===== config.mk =====
export PLATFORM = sky130hd
export DESIGN_NAME = adc_frame_uart
export DESIGN_NICKNAME = d
export VERILOG_FILES = /design/src/rtl/adc_frame_uart_pkg.sv /design/src/rtl/uart_tx_byte.sv /design/src/rtl/adc_frame_uart.sv
export SDC_FILE = /design/constraint.sdc
export NUM_CORES = 1
export LEC_CHECK = 0
export ABC_AREA = 1
export CORE_MARGIN = 2
export CORE_UTILIZATION = 40
export DETAILED_ROUTE_END_ITERATION = 6
export MAX_ROUTING_LAYER = met4
export PLACE_DENSITY = 0.64
export SYNTH_ARGS = -nofsm -noshare
export SYNTH_HDL_FRONTEND = slang
export SYNTH_SLANG_ARGS = --single-unit

===== constraint.sdc =====
create_clock -name clk_i -period 2.68 [get_ports clk_i]
set_input_delay 0.268 -clock clk_i [delete_from_list [all_inputs] [get_ports clk_i]]
set_output_delay 0.268 -clock clk_i [all_outputs]
set_load 0.02 [all_outputs]

===== src/rtl/adc_frame_uart_pkg.sv =====
// Shared constants, state encodings and frame-byte helper for the ADC-to-host UART framer.
package adc_frame_uart_pkg;

    localparam int unsigned FRAME_LEN      = 6;
    localparam int unsigned BITS_PER_BYTE  = 10;
    localparam int unsigned CH_W           = 12;
    localparam int unsigned BAUD_W         = 10;
    localparam logic [7:0]  HEADER_DEFAULT = 8'hA5;

    typedef enum logic [1:0] {
        TX_IDLE  = 2'd0,
        TX_START = 2'd1,
        TX_DATA  = 2'd2,
        TX_STOP  = 2'd3
    } tx_state_e;

    typedef enum logic [1:0] {
        FR_IDLE = 2'd0,
        FR_SEND = 2'd1,
        FR_DONE = 2'd2
    } fr_state_e;

    typedef struct packed {
        logic [CH_W-1:0] ch0;
        logic [CH_W-1:0] ch1;
    } snapshot_t;

    // Byte idx of the frame: header, ch0 hi/lo, ch1 hi/lo, XOR checksum.
    function automatic logic [7:0] frame_byte(input logic [2:0] idx,
                                              input logic [7:0] hdr,
                                              input snapshot_t  s);
        logic [7:0] b1;
        logic [7:0] b2;
        logic [7:0] b3;
        logic [7:0] b4;
        logic [7:0] res;
        b1 = {4'h0, s.ch0[11:8]};
        b2 = s.ch0[7:0];
        b3 = {4'h0, s.ch1[11:8]};
        b4 = s.ch1[7:0];
        case (idx)
            3'd0:    res = hdr;
            3'd1:    res = b1;
            3'd2:    res = b2;
            3'd3:    res = b3;
            3'd4:    res = b4;
            default: res = hdr ^ b1 ^ b2 ^ b3 ^ b4;
        endcase
        return res;
    endfunction

endpackage


===== src/rtl/uart_tx_byte.sv =====
// 8N1 byte transmitter; done_o marks the final cycle of the stop bit so the
// next byte can be chained with no idle gap by raising start_i in that cycle.
module uart_tx_byte
    import adc_frame_uart_pkg::*;
#(
    parameter int unsigned BaudDiv = 868
) (
    input  logic       clk_i,
    input  logic       rst_i,
    input  logic       start_i,
    input  logic [7:0] data_i,
    output logic       tx_o,
    output logic       done_o
);

    localparam logic [BAUD_W-1:0] BAUD_LAST = BAUD_W'(BaudDiv - 1);
    localparam logic [BAUD_W-1:0] BAUD_PRE  = BAUD_W'(BaudDiv - 2);

    tx_state_e         state_q;
    logic [BAUD_W-1:0] baud_q;
    logic [2:0]        bit_q;
    logic [7:0]        shift_q;
    logic              tx_q;
    logic              done_q;
    logic              bit_end_c;

    assign bit_end_c = (baud_q == BAUD_LAST);

    always_ff @(posedge clk_i or posedge rst_i) begin
        if (rst_i) begin
            state_q <= TX_IDLE;
            baud_q  <= '0;
            bit_q   <= '0;
            shift_q <= '0;
            tx_q    <= 1'b1;
            done_q  <= 1'b0;
        end else begin
            // Registered one cycle early so it lines up with the last stop-bit cycle.
            done_q <= (state_q == TX_STOP) && (baud_q == BAUD_PRE);
            case (state_q)
                TX_IDLE: begin
                    baud_q <= '0;
                    if (start_i) begin
                        state_q <= TX_START;
                        shift_q <= data_i;
                        tx_q    <= 1'b0;
                    end
                end
                TX_START: begin
                    if (bit_end_c) begin
                        baud_q  <= '0;
                        bit_q   <= '0;
                        state_q <= TX_DATA;
                        tx_q    <= shift_q[0];
                    end else begin
                        baud_q <= baud_q + BAUD_W'(1);
                    end
                end
                TX_DATA: begin
                    if (bit_end_c) begin
                        baud_q <= '0;
                        if (bit_q == 3'd7) begin
                            state_q <= TX_STOP;
                            tx_q    <= 1'b1;
                        end else begin
                            bit_q   <= bit_q + 3'd1;
                            shift_q <= {1'b0, shift_q[7:1]};
                            tx_q    <= shift_q[1];
                        end
                    end else begin
                        baud_q <= baud_q + BAUD_W'(1);
                    end
                end
                TX_STOP: begin
                    if (bit_end_c) begin
                        baud_q <= '0;
                        if (start_i) begin
                            state_q <= TX_START;
                            shift_q <= data_i;
                            tx_q    <= 1'b0;
                        end else begin
                            state_q <= TX_IDLE;
                        end
                    end else begin
                        baud_q <= baud_q + BAUD_W'(1);
                    end
                end
                default: begin
                    state_q <= TX_IDLE;
                    tx_q    <= 1'b1;
                end
            endcase
        end
    end

    assign tx_o   = tx_q;
    assign done_o = done_q;

endmodule


===== src/rtl/adc_frame_uart.sv =====
// Snapshots both ADC channels on end-of-sequence and sends them to the host as a
// 6-byte UART frame: header, ch0 hi/lo, ch1 hi/lo, XOR checksum.
module adc_frame_uart
    import adc_frame_uart_pkg::*;
#(
    parameter int unsigned BaudDiv = 868,
    parameter logic [7:0]  Header  = HEADER_DEFAULT
) (
    input  logic        clk_i,
    input  logic        rst_i,
    input  logic        eos_i,
    input  logic [11:0] doutch0_i,
    input  logic [11:0] doutch1_i,
    output logic        tx_o,
    output logic        busy_o,
    output logic        drop_o,
    output logic        frame_done_o
);

    localparam logic [2:0] LAST_BYTE = 3'(FRAME_LEN - 1);

    fr_state_e  state_q;
    snapshot_t  snap_q;
    logic [2:0] byte_q;
    logic       busy_q;
    logic       drop_q;
    logic       frame_done_q;

    logic       start_c;
    logic       byte_done_c;
    logic [2:0] sel_c;
    logic [7:0] byte_c;

    // In IDLE the header goes out on the accepting edge; afterwards the next byte is
    // presented while the current stop bit finishes.
    always_comb begin
        sel_c   = 3'd0;
        start_c = 1'b0;
        if (state_q == FR_IDLE) begin
            start_c = eos_i;
        end else begin
            sel_c   = byte_q + 3'd1;
            start_c = (state_q == FR_SEND) && byte_done_c && (byte_q != LAST_BYTE);
        end
        byte_c = frame_byte(sel_c, Header, snap_q);
    end

    always_ff @(posedge clk_i or posedge rst_i) begin
        if (rst_i) begin
            state_q      <= FR_IDLE;
            snap_q       <= '0;
            byte_q       <= '0;
            busy_q       <= 1'b0;
            drop_q       <= 1'b0;
            frame_done_q <= 1'b0;
        end else begin
            drop_q       <= eos_i && (state_q != FR_IDLE);
            frame_done_q <= 1'b0;
            case (state_q)
                FR_IDLE: begin
                    byte_q <= '0;
                    if (eos_i) begin
                        snap_q  <= '{ch0: doutch0_i, ch1: doutch1_i};
                        busy_q  <= 1'b1;
                        state_q <= FR_SEND;
                    end
                end
                FR_SEND: begin
                    if (byte_done_c) begin
                        if (byte_q == LAST_BYTE) begin
                            state_q      <= FR_DONE;
                            frame_done_q <= 1'b1;
                        end else begin
                            byte_q <= byte_q + 3'd1;
                        end
                    end
                end
                FR_DONE: begin
                    state_q <= FR_IDLE;
                    busy_q  <= 1'b0;
                    byte_q  <= '0;
                end
                default: begin
                    state_q <= FR_IDLE;
                    busy_q  <= 1'b0;
                end
            endcase
        end
    end

    uart_tx_byte #(
        .BaudDiv (BaudDiv)
    ) u_tx (
        .clk_i   (clk_i),
        .rst_i   (rst_i),
        .start_i (start_c),
        .data_i  (byte_c),
        .tx_o    (tx_o),
        .done_o  (byte_done_c)
    );

    assign busy_o       = busy_q;
    assign drop_o       = drop_q;
    assign frame_done_o = frame_done_q;

endmodule


==> flow_metrics.env <==
export IMPL_status="completed"
export IMPL_coreArea_um2=7650
export IMPL_die_area_um2=8550
export IMPL_finalSetupViolCount=0
export IMPL_row_count=32
export IMPL_ioPinCount=31
export IMPL_track_usage_pct=16.4
export IMPL_slew_violations=0
export IMPL_antenna_found_initial=0
export IMPL_grt_overflow=0
export IMPL_synth_most_common_cell="nand2_1"
export IMPL_h_tree_depth=3
export IMPL_syn_inst=383
export IMPL_post_cts_setup_buffers=0
export IMPL_place_congestion=0.847
export IMPL_cts_sinks=57
export IMPL_max_slew_margin_pct=64.9
export IMPL_grt_pass1_wl_um=10900
export IMPL_yosys_warnings=0
export IMPL_cp_slowest_cell="dfrtp_1"
export IMPL_fin_nets=454
export IMPL_drt_iter0_markers=75
export IMPL_via_count=2509
export IMPL_cp_start_kind="register"
export IMPL_criticalPathCategory="register to register"
export IMPL_synth_edf_count=0
export IMPL_p_per_area_nw_per_um2=467
export IMPL_r2r_start="byte_q[0]"
export IMPL_die_height_um=92.5
export IMPL_yosysTopAreaCell="dfrtp_1"
export IMPL_area_growth_pct=19.1
export IMPL_post_route_drc_count=0
export IMPL_r2r_end="u_tx.shift_q[0]"
export IMPL_ys_seq_area_share_pct=45.6
export IMPL_grt_max_degree=58
export IMPL_routed_wl_um=6220
export IMPL_worst_r2r_path_depth=10
export IMPL_worst_path_max_fanout=21
export IMPL_place_area_um2=3530
export IMPL_root_buffer="clkbuf_8"
export IMPL_synth_distinct_cells=40
export IMPL_synth_top_cells_by_count="137 x nand2_1, 56 x dfrtp_1, 30 x nor2_1, 24 x nand3_1, 20 x inv_1"
export IMPL_synth_main_ff_cell="dfrtp_1"
export IMPL_clk_path_buf_depth=2
export IMPL_final_area_um2=3730
export IMPL_holdCritPathClass="primary input to asynchronous set/reset pin"
export IMPL_die_w_um=92.5
export IMPL_hold_viol=0
export IMPL_start_util_pct=40.9
export IMPL_cap_violations=0
export IMPL_first_pass_iters=4
export IMPL_syn_nets=420
export IMPL_cp_top_family="simple AND/OR/NAND/NOR gates"
export IMPL_synth_area_leaders="dfrtp_1 45%, nand2_1 16%, ha_1 4.0%"
export IMPL_clk_pin_slew_ns=0.07
export IMPL_clk_latency_ns=0.33
export IMPL_hpwl_um=4500
export IMPL_wl_per_cell_um=11.9
export IMPL_whs_ns=0.310
export IMPL_cts_tree="done"
export IMPL_synth_avg_cell_area_um2=8.17
export IMPL_async_flop_share_pct=100
export IMPL_drive_gt1_share_pct=11.4
export IMPL_grt_setup_unrepaired="no"
export IMPL_reg2reg_setup_slack_ns=0.79
export IMPL_critPathRequiredTime_ns=2.90
export IMPL_timing_fmax_mhz=530
export IMPL_first_global_vias=2501
export IMPL_netlist_area_um2=3130
export IMPL_num_antenna_cells=0
export IMPL_crit_top_cell="nor2_1"
export IMPL_endpoint_kind="register"
export IMPL_cp_num_buf_inv=2
export IMPL_worstPathArrival_ns=2.10
export IMPL_tns_ns=0
export IMPL_ctsResizeCount=0
export IMPL_cts_buffers=9
export IMPL_worst_pin_slew_ns=0.522
export IMPL_slowest_delay_ns=0.48
export IMPL_ir_drop_uv=219
export IMPL_cp_cell_sequence="ha_1, inv_1, nand2_1, nand3_4, nor2_4, inv_2, nor2_1, nor2_1, o21ai_1, a21oi_1"
export IMPL_fin_crit_ns=1.89
export IMPL_synth_top_cell_area_share_pct=44.8
export IMPL_final_util_pct=48.8
export IMPL_ys_ff_latch=57
export IMPL_postRouteAntennaNets=0
export IMPL_routed_via_density=4.79
export IMPL_io_buffers=30
export IMPL_finClkSkew_ns=0.0120
export IMPL_power_leakage_nw=1.83
export IMPL_fin_crit_sh_pct=70.4
export IMPL_holdBufCountCts=0
==> worst max path at each step <==
stage,startpoint,end,slack (ns),cells past startpoint
6_report,byte_q[0],u_tx.shift_q[0],0.79,10
4_1_cts,u_tx.state_q[0],u_tx.shift_q[4],0.80,8
3_3_place_gp,byte_q[0],u_tx.shift_q[1],0.82,9
5_1_grt,byte_q[0],u_tx.shift_q[1],0.62,9
2_1_floorplan,rst_i,busy_o,1.01,1
3_5_place_dp,u_tx.state_q[0],u_tx.shift_q[6],0.81,8
==> cells in the final DEF (no fill, tap or decap), types with 8 or more instances in the layout <==
cell type,instances
nand2_1,137
ha_1,10
inv_1,19
xnor2_1,10
clkdlybuf4s50_1,30
xor2_1,8
o21ai_1,8
dfrtp_1,56
nor3_1,8
nor2_1,30
clkbuf_8,11
a21oi_1,9
nand3_1,24
inv_2,8
==> report_power, final <==
part	internal (mW)	leakage [nW]	switching (mW)
Clock	0.478	0.103	0.342
Combinational	0.0374	0.964	0.0233
Sequential	0.861	0.761	0.000150
==> kinds of logic (layout without fill, tap and decap cells) <==
| group | Yosys count | in the layout | share of synthesized area [%] |
|---|---|---|---|
| adder cells (fa/ha/maj) | 10 | 10 | 4.00 |
| AND/OR/NAND/NOR | 226 | 226 | 32.9 |
| flip-flops | 57 | 57 | 45.6 |
| AO/OA/AOI/OAI | 35 | 35 | 7.35 |
| buffers and inverters | 37 | 76 | 5.16 |
| XOR/XNOR | 18 | 18 | 5.04 |
==> metal layers <==
metal	global-route usage, %	wire length (um)	vias up
met4	8.33	112	0
li1	-	-	1297
met2	26.0	2950	39
met1	19.7	2940	1164
met5	-	0	-
met3	3.58	215	9
==> stage by stage <==
step	total power, mW	setup WS, ns	instances
6_report	1.74	0.794	524
2_1_floorplan	0.892	1.01	383
3_5_place_dp	0.940	0.813	508
5_1_grt	1.80	0.620	524
4_1_cts	1.76	0.795	524
3_3_place_gp	0.939	0.815	508
==> worst register-to-register path, stage by stage, from the launching register on <==
cell and delay [ns]:
dfrtp_1 0.48, ha_1 0.21, inv_1 0.04, nand2_1 0.11
nand3_4 0.27, nor2_4 0.27, inv_2 0.06, nor2_1 0.12
nor2_1 0.05, o21ai_1 0.10, a21oi_1 0.08
==> state kept, by name (all words and copies together), names as in the netlist, 2 cells and up <==
| name | flops |
|---|---|
| state_q | 2 |
| u_tx.shift_q | 8 |
| u_tx.bit_q | 3 |
| u_tx.state_q | 2 |
| byte_q | 3 |
| snap_q | 24 |
| u_tx.baud_q | 10 |
==> area by class of cell <==
cell class | count | area (um^2)
clock buffers | 13 | 159
clock inverters | 3 | 40.0
fillers | 760 | 3920
inverters | 28 | 105
multi-input cells | 289 | 1540
flip-flops and latches | 57 | 1430
well taps | 102 | 128
repair buffers | 32 | 328
Note: power is estimated with default switching activity, not from simulation.
